[src/rtl/poly_sched.sv]
// poly_sched: two-requester front end for a shared 8-bit polynomial evaluator.
// Arbitrates between two requesters, captures the winner's {A,B,C,X} operands,
// then evaluates A*X^2 + B*X + C in five steps on one shared add/multiply ALU.
// The result and the requester index are returned over a valid/ready handshake.
// Build option: define POLY_SCHED_FIXED_PRIO_EN for fixed priority (requester 0
// always wins); the default build uses 1-bit round-robin arbitration.

module poly_sched #(
   parameter int unsigned DW = 8
) (
   input  logic             Clock,
   input  logic             Reset,
   input  logic [1:0]       ReqValid,
   input  logic [4*DW-1:0]  ReqData0,
   input  logic [4*DW-1:0]  ReqData1,
   output logic [1:0]       ReqReady,
   output logic [DW-1:0]    DataResult,
   output logic             ResultId,
   output logic             ResultValid,
   input  logic             ResultReady,
   output logic             Busy,
   output logic [3:0]       current_state
);

   localparam int unsigned SW = 4;

   typedef enum logic [SW-1:0] {
      ST_IDLE    = SW'(0),
      ST_CYCLE_0 = SW'(1),
      ST_CYCLE_1 = SW'(2),
      ST_CYCLE_2 = SW'(3),
      ST_CYCLE_3 = SW'(4),
      ST_CYCLE_4 = SW'(5),
      ST_DONE    = SW'(6)
   } state_e;

   state_e          state_q, state_d;

   logic [DW-1:0]   a_q, a_d;
   logic [DW-1:0]   b_q, b_d;
   logic [DW-1:0]   c_q, c_d;
   logic [DW-1:0]   x_q, x_d;
   logic [DW-1:0]   res_q, res_d;
   logic            id_q, id_d;

   logic            grant;
   logic            req_fire;

   logic            alu_mul;
   logic [DW-1:0]   alu_a;
   logic [DW-1:0]   alu_b;
   logic [DW-1:0]   alu_y;

`ifdef POLY_SCHED_FIXED_PRIO_EN

   // Fixed priority: requester 0 wins whenever it is valid.
   always_comb begin
      grant = ~ReqValid[0];
   end

`else

   logic            ptr_q, ptr_d;

   // Round-robin: the preferred requester wins a tie, a lone requester always wins.
   always_comb begin
      if (ReqValid == 2'b11) begin
         grant = ptr_q;
      end else begin
         grant = ReqValid[1];
      end
   end

   // Pointer moves to the other requester after every grant.
   always_comb begin
      ptr_d = ptr_q;
      if (req_fire) begin
         ptr_d = ~grant;
      end
   end

   // Pointer register; cleared by reset so requester 0 is preferred first.
   always_ff @(posedge Clock) begin
      if (Reset) begin
         ptr_q <= 1'b0;
      end else begin
         ptr_q <= ptr_d;
      end
   end

`endif

   // FSM state register.
   always_ff @(posedge Clock) begin
      if (Reset) begin
         state_q <= ST_IDLE;
      end else begin
         state_q <= state_d;
      end
   end

   // FSM next-state: one cycle per compute step, hold in DONE until the result is taken.
   always_comb begin
      state_d = state_q;
      case (state_q)
         ST_IDLE: begin
            if (req_fire) begin
               state_d = ST_CYCLE_0;
            end
         end
         ST_CYCLE_0: state_d = ST_CYCLE_1;
         ST_CYCLE_1: state_d = ST_CYCLE_2;
         ST_CYCLE_2: state_d = ST_CYCLE_3;
         ST_CYCLE_3: state_d = ST_CYCLE_4;
         ST_CYCLE_4: state_d = ST_DONE;
         ST_DONE: begin
            if (ResultReady) begin
               state_d = ST_IDLE;
            end
         end
         default: state_d = ST_IDLE;
      endcase
   end

   // FSM outputs: request accept only in IDLE, result valid only in DONE.
   always_comb begin
      ReqReady    = 2'b00;
      ResultValid = 1'b0;
      Busy        = 1'b1;
      case (state_q)
         ST_IDLE: begin
            Busy     = 1'b0;
            ReqReady = grant ? {ReqValid[1], 1'b0} : {1'b0, ReqValid[0]};
         end
         ST_DONE: begin
            ResultValid = 1'b1;
         end
         default: begin
            Busy = 1'b1;
         end
      endcase
   end

   assign req_fire = |ReqReady;

   // ALU operand selection for each compute step.
   always_comb begin
      alu_mul = 1'b0;
      alu_a   = a_q;
      alu_b   = x_q;
      case (state_q)
         ST_CYCLE_0, ST_CYCLE_1: begin
            alu_mul = 1'b1;
            alu_a   = a_q;
            alu_b   = x_q;
         end
         ST_CYCLE_2: begin
            alu_mul = 1'b1;
            alu_a   = b_q;
            alu_b   = x_q;
         end
         ST_CYCLE_3: begin
            alu_a = a_q;
            alu_b = b_q;
         end
         ST_CYCLE_4: begin
            alu_a = a_q;
            alu_b = c_q;
         end
         default: begin
            alu_mul = 1'b0;
         end
      endcase
   end

   // Shared ALU; results wrap modulo 2^DW.
   always_comb begin
      if (alu_mul) begin
         alu_y = alu_a * alu_b;
      end else begin
         alu_y = alu_a + alu_b;
      end
   end

   // Datapath next values: operand capture on accept, ALU write-back per step.
   always_comb begin
      a_d   = a_q;
      b_d   = b_q;
      c_d   = c_q;
      x_d   = x_q;
      res_d = res_q;
      id_d  = id_q;
      case (state_q)
         ST_IDLE: begin
            if (req_fire) begin
               {a_d, b_d, c_d, x_d} = grant ? ReqData1 : ReqData0;
               id_d = grant;
            end
         end
         ST_CYCLE_0, ST_CYCLE_1, ST_CYCLE_3: a_d   = alu_y;
         ST_CYCLE_2:                         b_d   = alu_y;
         ST_CYCLE_4:                         res_d = alu_y;
         default: begin
            res_d = res_q;
         end
      endcase
   end

   // Datapath registers; result and ID stay stable through DONE.
   always_ff @(posedge Clock) begin
      if (Reset) begin
         a_q   <= '0;
         b_q   <= '0;
         c_q   <= '0;
         x_q   <= '0;
         res_q <= '0;
         id_q  <= 1'b0;
      end else begin
         a_q   <= a_d;
         b_q   <= b_d;
         c_q   <= c_d;
         x_q   <= x_d;
         res_q <= res_d;
         id_q  <= id_d;
      end
   end

   assign DataResult    = res_q;
   assign ResultId      = id_q;
   assign current_state = state_q;

endmodule

[config.mk]
export PLATFORM = sky130hd
export DESIGN_NAME = poly_sched
export DESIGN_NICKNAME = d
export VERILOG_FILES = /design/src/rtl/poly_sched.sv
export SDC_FILE = /design/constraint.sdc
export NUM_CORES = 1
export LEC_CHECK = 0
export CAP_MARGIN = 20
export CELL_PAD_IN_SITES_DETAIL_PLACEMENT = 0
export CELL_PAD_IN_SITES_GLOBAL_PLACEMENT = 1
export CORE_AREA = 5 5 91 93
export CTS_BUF_LIST = sky130_fd_sc_hd__clkbuf_4 sky130_fd_sc_hd__clkbuf_8
export DETAILED_ROUTE_END_ITERATION = 12
export DIE_AREA = 0 0 96 98
export DONT_BUFFER_PORTS = 1
export PLACE_DENSITY_LB_ADDON = 0.1
export SYNTH_ARGS = -nofsm -noshare
export SYNTH_HDL_FRONTEND = slang
export SYNTH_SLANG_ARGS = --single-unit
[constraint.sdc]
create_clock -name Clock -period 9.7 [get_ports Clock]
set_input_delay 0.97 -clock Clock [delete_from_list [all_inputs] [get_ports Clock]]
set_output_delay 0.97 -clock Clock [all_outputs]
set_load 0.1 [all_outputs]
==> results of run 1 <==
-- state kept, by name, indices dropped and copies added, names as in the netlist --
signal and count:
DataResult 8, ptr_q 1, b_q 8, ResultId 1, a_q 8, c_q 8
current_state 3, x_q 8
-- worst max path at each step --
stage / from / end / slack, ps / cells after the start
after floorplan: current_state[1] / b_q[7] / 4460 / 21
after global placement: current_state[0] / a_q[7] / 4260 / 19
after detailed placement: current_state[0] / a_q[7] / 4160 / 20
after CTS: current_state[0] / a_q[7] / 4150 / 20
after global routing: current_state[0] / a_q[7] / 3870 / 20
final: current_state[0] / a_q[7] / 4180 / 19
-- stage by stage --
| step | utilization (%) | instances | worst slack, ps |
|---|---|---|---|
| final | 51.93 | 531 | 4177 |
| after global routing | 51.93 | 531 | 3869 |
| after CTS | 51.56 | 529 | 4148 |
| after detailed placement | 50.57 | 523 | 4160 |
| after global placement | 50.57 | 523 | 4258 |
| after floorplan | - | 444 | 4461 |
-- synthesized netlist by cell type (3+ instances only) --
cell type	n	area [um^2]
xnor2_1	13	113.9
nand2_1	31	116.4
nor2_1	73	274.0
a211oi_1	28	210.2
xor2_1	5	43.79
buf_4	3	22.52
clkbuf_1	13	48.80
mux2_4	3	45.04
a21o_1	3	22.52
dfxtp_1	45	900.9
o21ai_0	9	45.04
fa_1	13	260.3
inv_2	4	15.01
a311oi_1	3	26.28
buf_2	3	15.01
inv_1	41	153.9
a21oi_1	25	125.1
mux2i_1	45	450.4
mux2_1	4	45.04
mux2i_4	3	67.56
ha_1	23	287.8
nor2b_1	5	31.28
buf_6	5	56.30
o211ai_1	5	37.54
-- kinds of logic (layout without fill, tap and decap cells) --
kind of cell             count (synthesis)  count (layout)  share of synthesized area [%]
buffers and inverters                   71              56                          8.523
multiplexers                            59              59                          17.58
XOR/XNOR                                20              20                          5.247
flip-flops                              45              45                          24.06
adder cells (fa/ha/maj)                 36              36                          14.64
AO/OA/AOI/OAI                           82              82                          14.41
AND/OR/NAND/NOR                        130             130                          15.44
other                                    1               1                         0.1002
-- worst max-delay path, delay by kind of cell (launching register included) --
kind            cells  cell delay, ps
simple gates        2             480
fa+ha+maj           6            2340
compound gates      2             450
xor+xnor            3             580
mux                 1             330
buf+inv             5             320
flops               1             920
-- power breakdown --
part	switching (W)	internal [W]	total, W
clock	0.0000630	0.0000476	0.000111
combinational	0.000451	0.000265	0.000716
sequential	0.0000746	0.000238	0.000312
total	0.000589	0.000550	0.00114
-- metal layers --
layer | GRT usage [%] | up-vias | wire (um)
li1 | - | 1462 | -
met3 | 3.698 | 18 | 387
met4 | 6.018 | 0 | 223
met2 | 32.02 | 82 | 4272
met5 | 0 | - | 0
met1 | 27.62 | 1320 | 4077
-- cell type report --
class                   instances  area, um^2  share of cell area [%]
clock buffers                   5       68.82                   1.779
clock inverters                 1       5.005                  0.1294
inverters                      45       168.9                   4.368
multi-input cells             328        2545                   65.80
flip-flops and latches         45       902.1                   23.33
well taps                     102       127.6                   3.300
repair buffers                  5       50.05                   1.294
==> flow_metrics.env, run 1 <==
export IMPL_status="finished, final reports clean"
export IMPL_hold_slack_ps=499.8
export IMPL_syn_area_per_cell_um2=8.432
export IMPL_cp_end_kind="register"
export IMPL_path_clk_slew_ps=90
export IMPL_hold_viol=0
export IMPL_hp_class="register to register"
export IMPL_dp_hpwl_mm=7.238
export IMPL_cts_sinks=45
export IMPL_htreeDepth=2
export IMPL_synth_ff_type="dfxtp_1"
export IMPL_grt_pass1_wl_mm=14.72
export IMPL_power_density_nw_per_um2=294.4
export IMPL_worstMarginPinSlew_ps=1082
export IMPL_synth_seq_cells=45
export IMPL_cts_tree="yes"
export IMPL_first_pass_iters=4
export IMPL_clock_path_buffers=2
export IMPL_layout_nets=535
export IMPL_reg2reg_from="current_state[0]"
export IMPL_wl_mm=8.960
export IMPL_rrSetupSlack_ps=4180
export IMPL_io_pins=86
export IMPL_cts_root_buf="clkbuf_8"
export IMPL_vias=2882
export IMPL_drc=0
export IMPL_fin_skew_ps=11.02
export IMPL_fillerInstances=751
export IMPL_viasPerCell=5.427
export IMPL_p_leak_nw=1.806
export IMPL_crit_type="register to register"
export IMPL_port_buffers=0
export IMPL_clock_latency_ps=300
export IMPL_cts_resized=0
export IMPL_cp_arrival_ps=5740
export IMPL_final_cell_mix="nor2_1 (72), mux2i_1 (45), dfxtp_1 (44)"
export IMPL_grt_usage_pct=20.17
export IMPL_crit_path_start_kind="register"
export IMPL_rsz0062_at_grt="false"
export IMPL_drive_gt1_share_pct=9.324
export IMPL_crit_top_cell="inv_1"
export IMPL_worstReg2RegEnd="a_q[7]"
export IMPL_slowest_stage="dfxtp_2"
export IMPL_netlist_instances=444
export IMPL_hold_buffers=0
export IMPL_final_max_slew_viol_count=0
export IMPL_initial_core_util_pct=50.27
export IMPL_synth_cell_type_count=50
export IMPL_crit_path_max_incr_delay_ps=920
export IMPL_ys_warn_count=0
export IMPL_fin_area_um2=3867
export IMPL_maxSlewHeadroom_pct=27.80
export IMPL_cp_max_fo=17
export IMPL_post_route_min_period_ps=5523
export IMPL_area_delta_synth_final_pct=3.309
export IMPL_whs_endpoint="x_q[4]"
export IMPL_hold_path_cell_count=2
export IMPL_fmax_mhz=181.1
export IMPL_place_area_um2=3766
export IMPL_path_cells="nand3b_4, mux2i_4, inv_2, ha_1, inv_1, fa_1, inv_1, ha_1, fa_1, inv_1, fa_1, inv_1, ha_1, a21oi_1, xor2_1, xnor2_1, xnor3_1, nand2_1, a311oi_2"
export IMPL_n_antenna_cell=0
export IMPL_antenna_found_initial=0
export IMPL_power_w=0.001139
export IMPL_wl_per_cell_um=16.87
export IMPL_grt_max_degree=56
export IMPL_grt_pass1_vias=2973
export IMPL_yosysSeqAreaShare_pct=24.06
export IMPL_cap_viol_max_count=0
export IMPL_setup_viol=0
export IMPL_gp_congestion=0.8907
export IMPL_cts_buffers=5
export IMPL_ir_drop_uv=149.9
export IMPL_overflow=0
export IMPL_die_area_um2=9408
export IMPL_synth_edf_count=0
export IMPL_ff2ff_path_depth=19
export IMPL_layout_commonest_cell="nor2_1"
export IMPL_fin_crit_sh_pct=56.94
export IMPL_worst_ep_required_time_ps=9910
export IMPL_setup_tns_ps=0
export IMPL_hp_start="x_q[4]"
export IMPL_syn_nets=549
export IMPL_rows=32
export IMPL_syn_area_um2=3744
export IMPL_dieHeight_um=98
export IMPL_async_reset_ff_share_pct=0
export IMPL_ant_nets=0
export IMPL_die_width_um=96
export IMPL_postCtsSetupBuffers=0
export IMPL_coreArea_um2=7447
export IMPL_drt_iter0_drc=105
(Power assumes the default switching activity.)
==> run 2, diff against run 1 <==
- CORE_AREA: 5 5 91 93 -> 5 5 99 101
- DIE_AREA: 0 0 96 98 -> 0 0 104 106
- clock period: 9.7 -> 4.92 ns (I/O delays scaled with it)
==> run 2 against run 1 <==
Against the previous run: clock skew shrank 3.7 ps; critical path depth is 2 lower; die area rose by 17%; non-clock buffer count grew 11; fmax increased by 19%; via count is 0.97% higher; global-route usage decreased by 2.6 points; power grew 100%; combinational power rose by 110%; core utilization decreased by 7.5 points; setup slack worse by 3900 ps; critical path type unchanged; highest routed layer unchanged.
==> flow_metrics.env, run 2 (synthesis results as in run 1) <==
export IMPL_grt_busiest_layer="met2"
export IMPL_gp_congestion=0.8917
export IMPL_hold_viol=0
export IMPL_ir_drop_uv=260.4
export IMPL_wl_mm=9.578
export IMPL_postCtsSetupBuffers=0
export IMPL_maxSlewHeadroom_pct=27.41
export IMPL_vias=2910
export IMPL_rows=35
export IMPL_worst_ep_required_time_ps=5140
export IMPL_post_route_min_period_ps=4634
export IMPL_ant_nets=0
export IMPL_overflow=0
export IMPL_setup_viol=0
export IMPL_htreeDepth=2
export IMPL_cp_max_fo=7
export IMPL_gr_usage_met3_pct=2.854
export IMPL_final_core_util_pct=44.45
export IMPL_worstMarginPinSlew_ps=1088
export IMPL_n_antenna_cell=0
export IMPL_multi_input_area_um2=2550
export IMPL_antenna_found_initial=0
export IMPL_cap_viol_max_count=0
export IMPL_drt_iter0_drc=97
export IMPL_p_leak_nw=1.865
export IMPL_fin_crit_sh_pct=94.19
export IMPL_cp_arrival_ps=4850
export IMPL_fin_skew_ps=7.372
export IMPL_die_width_um=104
export IMPL_grt_pass1_wl_mm=15.59
export IMPL_fmax_mhz=215.8
export IMPL_coreArea_um2=8934
export IMPL_power_w=0.002302
export IMPL_layout_commonest_cell="nor2_1"
export IMPL_path_clk_slew_ps=90
export IMPL_first_pass_iters=4
export IMPL_viasPerCell=5.262
export IMPL_wl_per_cell_um=17.32
export IMPL_port_buffers=0
export IMPL_cts_tree="yes"
export IMPL_hold_buffers=0
export IMPL_grt_usage_pct=17.61
export IMPL_layout_nets=546
export IMPL_cts_buffers=5
export IMPL_clock_path_buffers=2
export IMPL_die_area_um2=11020
export IMPL_fillerInstances=920
export IMPL_drc=0
export IMPL_grt_pass1_vias=3053
export IMPL_grt_max_degree=46
export IMPL_status="finished, final reports clean"
export IMPL_setup_tns_ps=0
export IMPL_crit_type="register to register"
export IMPL_initial_core_util_pct=41.90
export IMPL_io_pins=86
export IMPL_drive_gt1_share_pct=13.12
export IMPL_dieHeight_um=106
export IMPL_power_density_nw_per_um2=579.5
export IMPL_hp_class="input pin to register"
export IMPL_cts_resized=0
export IMPL_seq_area_um2=907.1
export IMPL_final_cell_mix="nor2_1 (72), mux2i_1 (45), dfxtp_1 (42)"
export IMPL_cts_sinks=45
export IMPL_clock_latency_ps=300
export IMPL_crit_path_start_kind="register"
export IMPL_cp_end_kind="register"
export IMPL_rsz0062_at_grt="false"
export IMPL_cts_root_buf="clkbuf_8"
export IMPL_area_delta_synth_final_pct=6.083
export IMPL_use_met2_pct=28.78
export IMPL_final_max_slew_viol_count=0
export IMPL_dp_hpwl_mm=7.843
export IMPL_gr_usage_met1_pct=23.70
## run 2: where the power goes
part / switching, W / leakage, nW / internal [W]
Clock: 0.000127 / 0.0484 / 0.000104
Sequential: 0.000123 / 0.373 / 0.000471
Combinational: 0.000924 / 1.44 / 0.000552
## run 2: worst paths after layout
kind                       to  slack (ps)  cells after the start        startpoint
min reg2reg            x_q[6]         500                      2            x_q[6]
max                    a_q[7]         290                     17  current_state[1]
min          current_state[1]         250                      1             Reset
max reg2reg            a_q[7]         290                     17  current_state[1]
## run 2: critical path: stages (launching register included)
cell and delay, ps:
dfxtp_2 420, and2b_2 280, mux2_4 260, nand2_1 80, fa_1 470, fa_1 550, inv_1 50, fa_1 470
inv_1 50, fa_1 530, inv_1 50, ha_1 320, a21oi_2 170, xor2_1 190, xnor2_1 100, xnor3_1 240
nand2_1 80, a311oi_2 240
## run 2: area by class of cell
cell class | instances | share of cell area, %
Tap cell | 111 | 3.497
Timing Repair Buffer | 16 | 3.025
Clock buffer | 6 | 1.922
Sequential cell | 45 | 22.84
Inverter | 45 | 4.253
Clock inverter | 2 | 0.2520
Multi-Input combinational cell | 328 | 64.21
## run 2: per-layer routing
metal | vias up | share of wire, %
met5 | - | 0
met4 | 0 | 2.3
li1 | 1490 | -
met1 | 1314 | 45
met3 | 14 | 5.8
met2 | 92 | 47
## run 2: per-stage QoR
stage | cell area, um^2 | std cells | hold slack, ps | setup slack, ps
after global routing | 3971 | 553 | 241.4 | 40.51
final | 3971 | 553 | 248.0 | 285.7
after detailed placement | 3870 | 544 | 488.5 | 117.3
after floorplan | 3747 | 444 | 443.1 | 20.09
after CTS | 3956 | 552 | 236.8 | 108.0
after global placement | 3870 | 544 | 484.2 | 198.6
==> run 3, diff against run 2 <==
==> constraint.sdc (replaced) <==
create_clock -name Clock -period 4.92 [get_ports Clock]
set_input_delay 0.984 -clock Clock [delete_from_list [all_inputs] [get_ports Clock]]
set_output_delay 0.984 -clock Clock [all_outputs]
set_load 0.1 [all_outputs]
==> run 3 against run 2 <==
Against the previous run: setup slack got worse by 17 ps; power up 1.9%; critical path depth is 1 higher; via count rose by 0.79%; first-iteration DRC count is 1.0% lower; critical path type unchanged; fmax shrank 0.36%; sequential cell count stayed put; non-clock buffer count is 1 higher; combinational power about the same; sequential share of layout area is 0.12 points lower.
==> flow_metrics.env, run 3 (synthesis results as in run 1) <==
export IMPL_cp_arrival_ps=4870
export IMPL_cts_root_buf="clkbuf_8"
export IMPL_maxSlewHeadroom_pct=27.82
export IMPL_ir_drop_uv=270.8
export IMPL_grt_pass1_wl_mm=15.44
export IMPL_cp_end_kind="register"
export IMPL_htreeDepth=2
export IMPL_fin_crit_sh_pct=94.53
export IMPL_drive_gt1_share_pct=12.87
export IMPL_grt_usage_pct=17.51
export IMPL_p_sw_w=0.001193
export IMPL_hp_class="register to register"
export IMPL_coreArea_um2=8934
export IMPL_dp_hpwl_mm=7.809
export IMPL_hold_viol=0
export IMPL_ff2ff_path_depth=18
export IMPL_drt_iter0_drc=96
export IMPL_die_area_um2=11020
export IMPL_p_clk_share_pct=11.2
export IMPL_area_delta_synth_final_pct=6.651
export IMPL_cp_max_fo=6
export IMPL_path_clk_slew_ps=90
export IMPL_final_max_slew_viol_count=0
export IMPL_layout_nets=547
export IMPL_fillerInstances=946
export IMPL_seq_power_share_pct=25.1
export IMPL_post_route_min_period_ps=4651
export IMPL_grt_pass1_vias=2963
export IMPL_rrSetupSlack_ps=270
export IMPL_worstReg2RegEnd="a_q[7]"
export IMPL_vias=2933
export IMPL_final_cell_mix="nor2_1 (72), mux2i_1 (45), dfxtp_1 (42)"
export IMPL_dieHeight_um=106
export IMPL_hold_buffers=0
export IMPL_worstMarginPinSlew_ps=1081
export IMPL_whs_endpoint="c_q[0]"
export IMPL_cts_buffers=5
export IMPL_die_width_um=104
export IMPL_setup_tns_ps=0
export IMPL_wl_per_cell_um=17.48
export IMPL_antenna_found_initial=0
export IMPL_comb_power_share_pct=63.7
export IMPL_hold_path_cell_count=2
export IMPL_cap_viol_max_count=0
export IMPL_cts_sinks=45
export IMPL_first_pass_iters=4
export IMPL_grt_max_degree=46
export IMPL_crit_path_start_kind="register"
export IMPL_layout_commonest_cell="nor2_1"
export IMPL_fin_area_um2=3993
export IMPL_hp_start="c_q[0]"
export IMPL_place_area_um2=3870
export IMPL_crit_type="register to register"
export IMPL_power_density_nw_per_um2=587.4
export IMPL_n_antenna_cell=0
export IMPL_setup_viol=0
export IMPL_io_pins=86
export IMPL_p_sw_share_pct=50.85
export IMPL_worst_ep_required_time_ps=5140
export IMPL_port_buffers=0
export IMPL_power_w=0.002345
export IMPL_wl_mm=9.683
export IMPL_overflow=0
export IMPL_cts_tree="yes"
export IMPL_gp_congestion=0.8829
export IMPL_p_int_w=0.001153
export IMPL_ant_nets=0
export IMPL_rows=35
export IMPL_viasPerCell=5.294
export IMPL_status="finished, final reports clean"
export IMPL_p_leak_nw=1.876
export IMPL_reg2reg_from="current_state[0]"
export IMPL_rsz0062_at_grt="false"
export IMPL_fmax_mhz=215.0
export IMPL_clock_latency_ps=300
export IMPL_drc=0
export IMPL_initial_core_util_pct=41.90
export IMPL_fin_skew_ps=9.150
export IMPL_clock_path_buffers=2
-- run 3: cell count changes in the layout (fill, tap and decap cells not counted) --
cell      change
and2b_2       -1
buf_4         +1
clkbuf_4      -1
inv_2         -1
clkinv_2      -1
and2b_1       +1
inv_1         +1
clkbuf_8      +2
-- run 3: through the flow --
stage	cells	utilization, %	setup slack [ps]	hold slack [ps]
floorplan	444	-	20.09	443.1
global route	554	44.69	9.922	527.1
global placement	544	43.32	199.6	485.4
CTS	552	44.45	63.94	504.0
detailed placement	544	43.32	72.14	489.4
finish	554	44.69	268.9	500.5
-- run 3: worst max-delay path, cell delays in order, from the launching register on --
cell,delay [ps]
dfxtp_4,400
mux2_1,340
mux2_4,290
ha_1,180
inv_1,130
fa_1,410
inv_1,60
ha_1,240
fa_1,530
inv_1,50
fa_1,530
inv_1,50
ha_1,320
a21oi_2,170
xor2_1,210
xnor2_1,100
xnor3_1,230
nand2_1,80
a311oi_2,240
-- run 3: what timing repair did --
| action | 4_1_cts | 5_1_grt |
|---|---|---|
| resized for setup | 0 | 2 |
| hold endpoints to repair | 0 | 0 |
| endpoints found under the setup margin | 0 | 2 |
| buffers inserted | 0 | 1 |
-- run 3: final cells by class --
type	instances	area (um^2)	share of cell area [%]
timing repair buffer	17	127.6	3.196
inverter	45	168.9	4.231
multi-input combinational	328	2549	63.84
clock inverter	1	5.005	0.1254
clock buffer	7	96.34	2.413
sequential	45	907.1	22.72
tap	111	138.9	3.479
-- run 3: worst max path at each step --
| stage | cells past startpoint | from | endpoint |
|---|---|---|---|
| floorplan | 21 | current_state[1] | b_q[7] |
| detailed placement | 18 | current_state[0] | a_q[7] |
| CTS | 18 | current_state[0] | a_q[7] |
| finish | 18 | current_state[0] | a_q[7] |
| global placement | 18 | current_state[0] | a_q[7] |
| global route | 18 | current_state[1] | b_q[7] |
-- run 3: per-layer routing --
metal  global-route usage, %  up-vias  routed length, um  part of all wire [%]
met3                   2.793       12                326                   3.4
met4                   4.810        0                123                   1.3
met2                   29.55       66               4670                    48
met1                   23.20     1371               4561                    47
met5                       0        -                  0                     0
li1                        -     1484                  -                     -
-- run 3: power by group through the flow --
stage               logic, W  registers (W)  clock network (W)
floorplan            0.00111       0.000594                  0
global placement     0.00147       0.000607                  0
detailed placement   0.00148       0.000604                  0
CTS                  0.00149       0.000595           0.000269
global route         0.00166       0.000602           0.000281
finish               0.00149       0.000590           0.000262
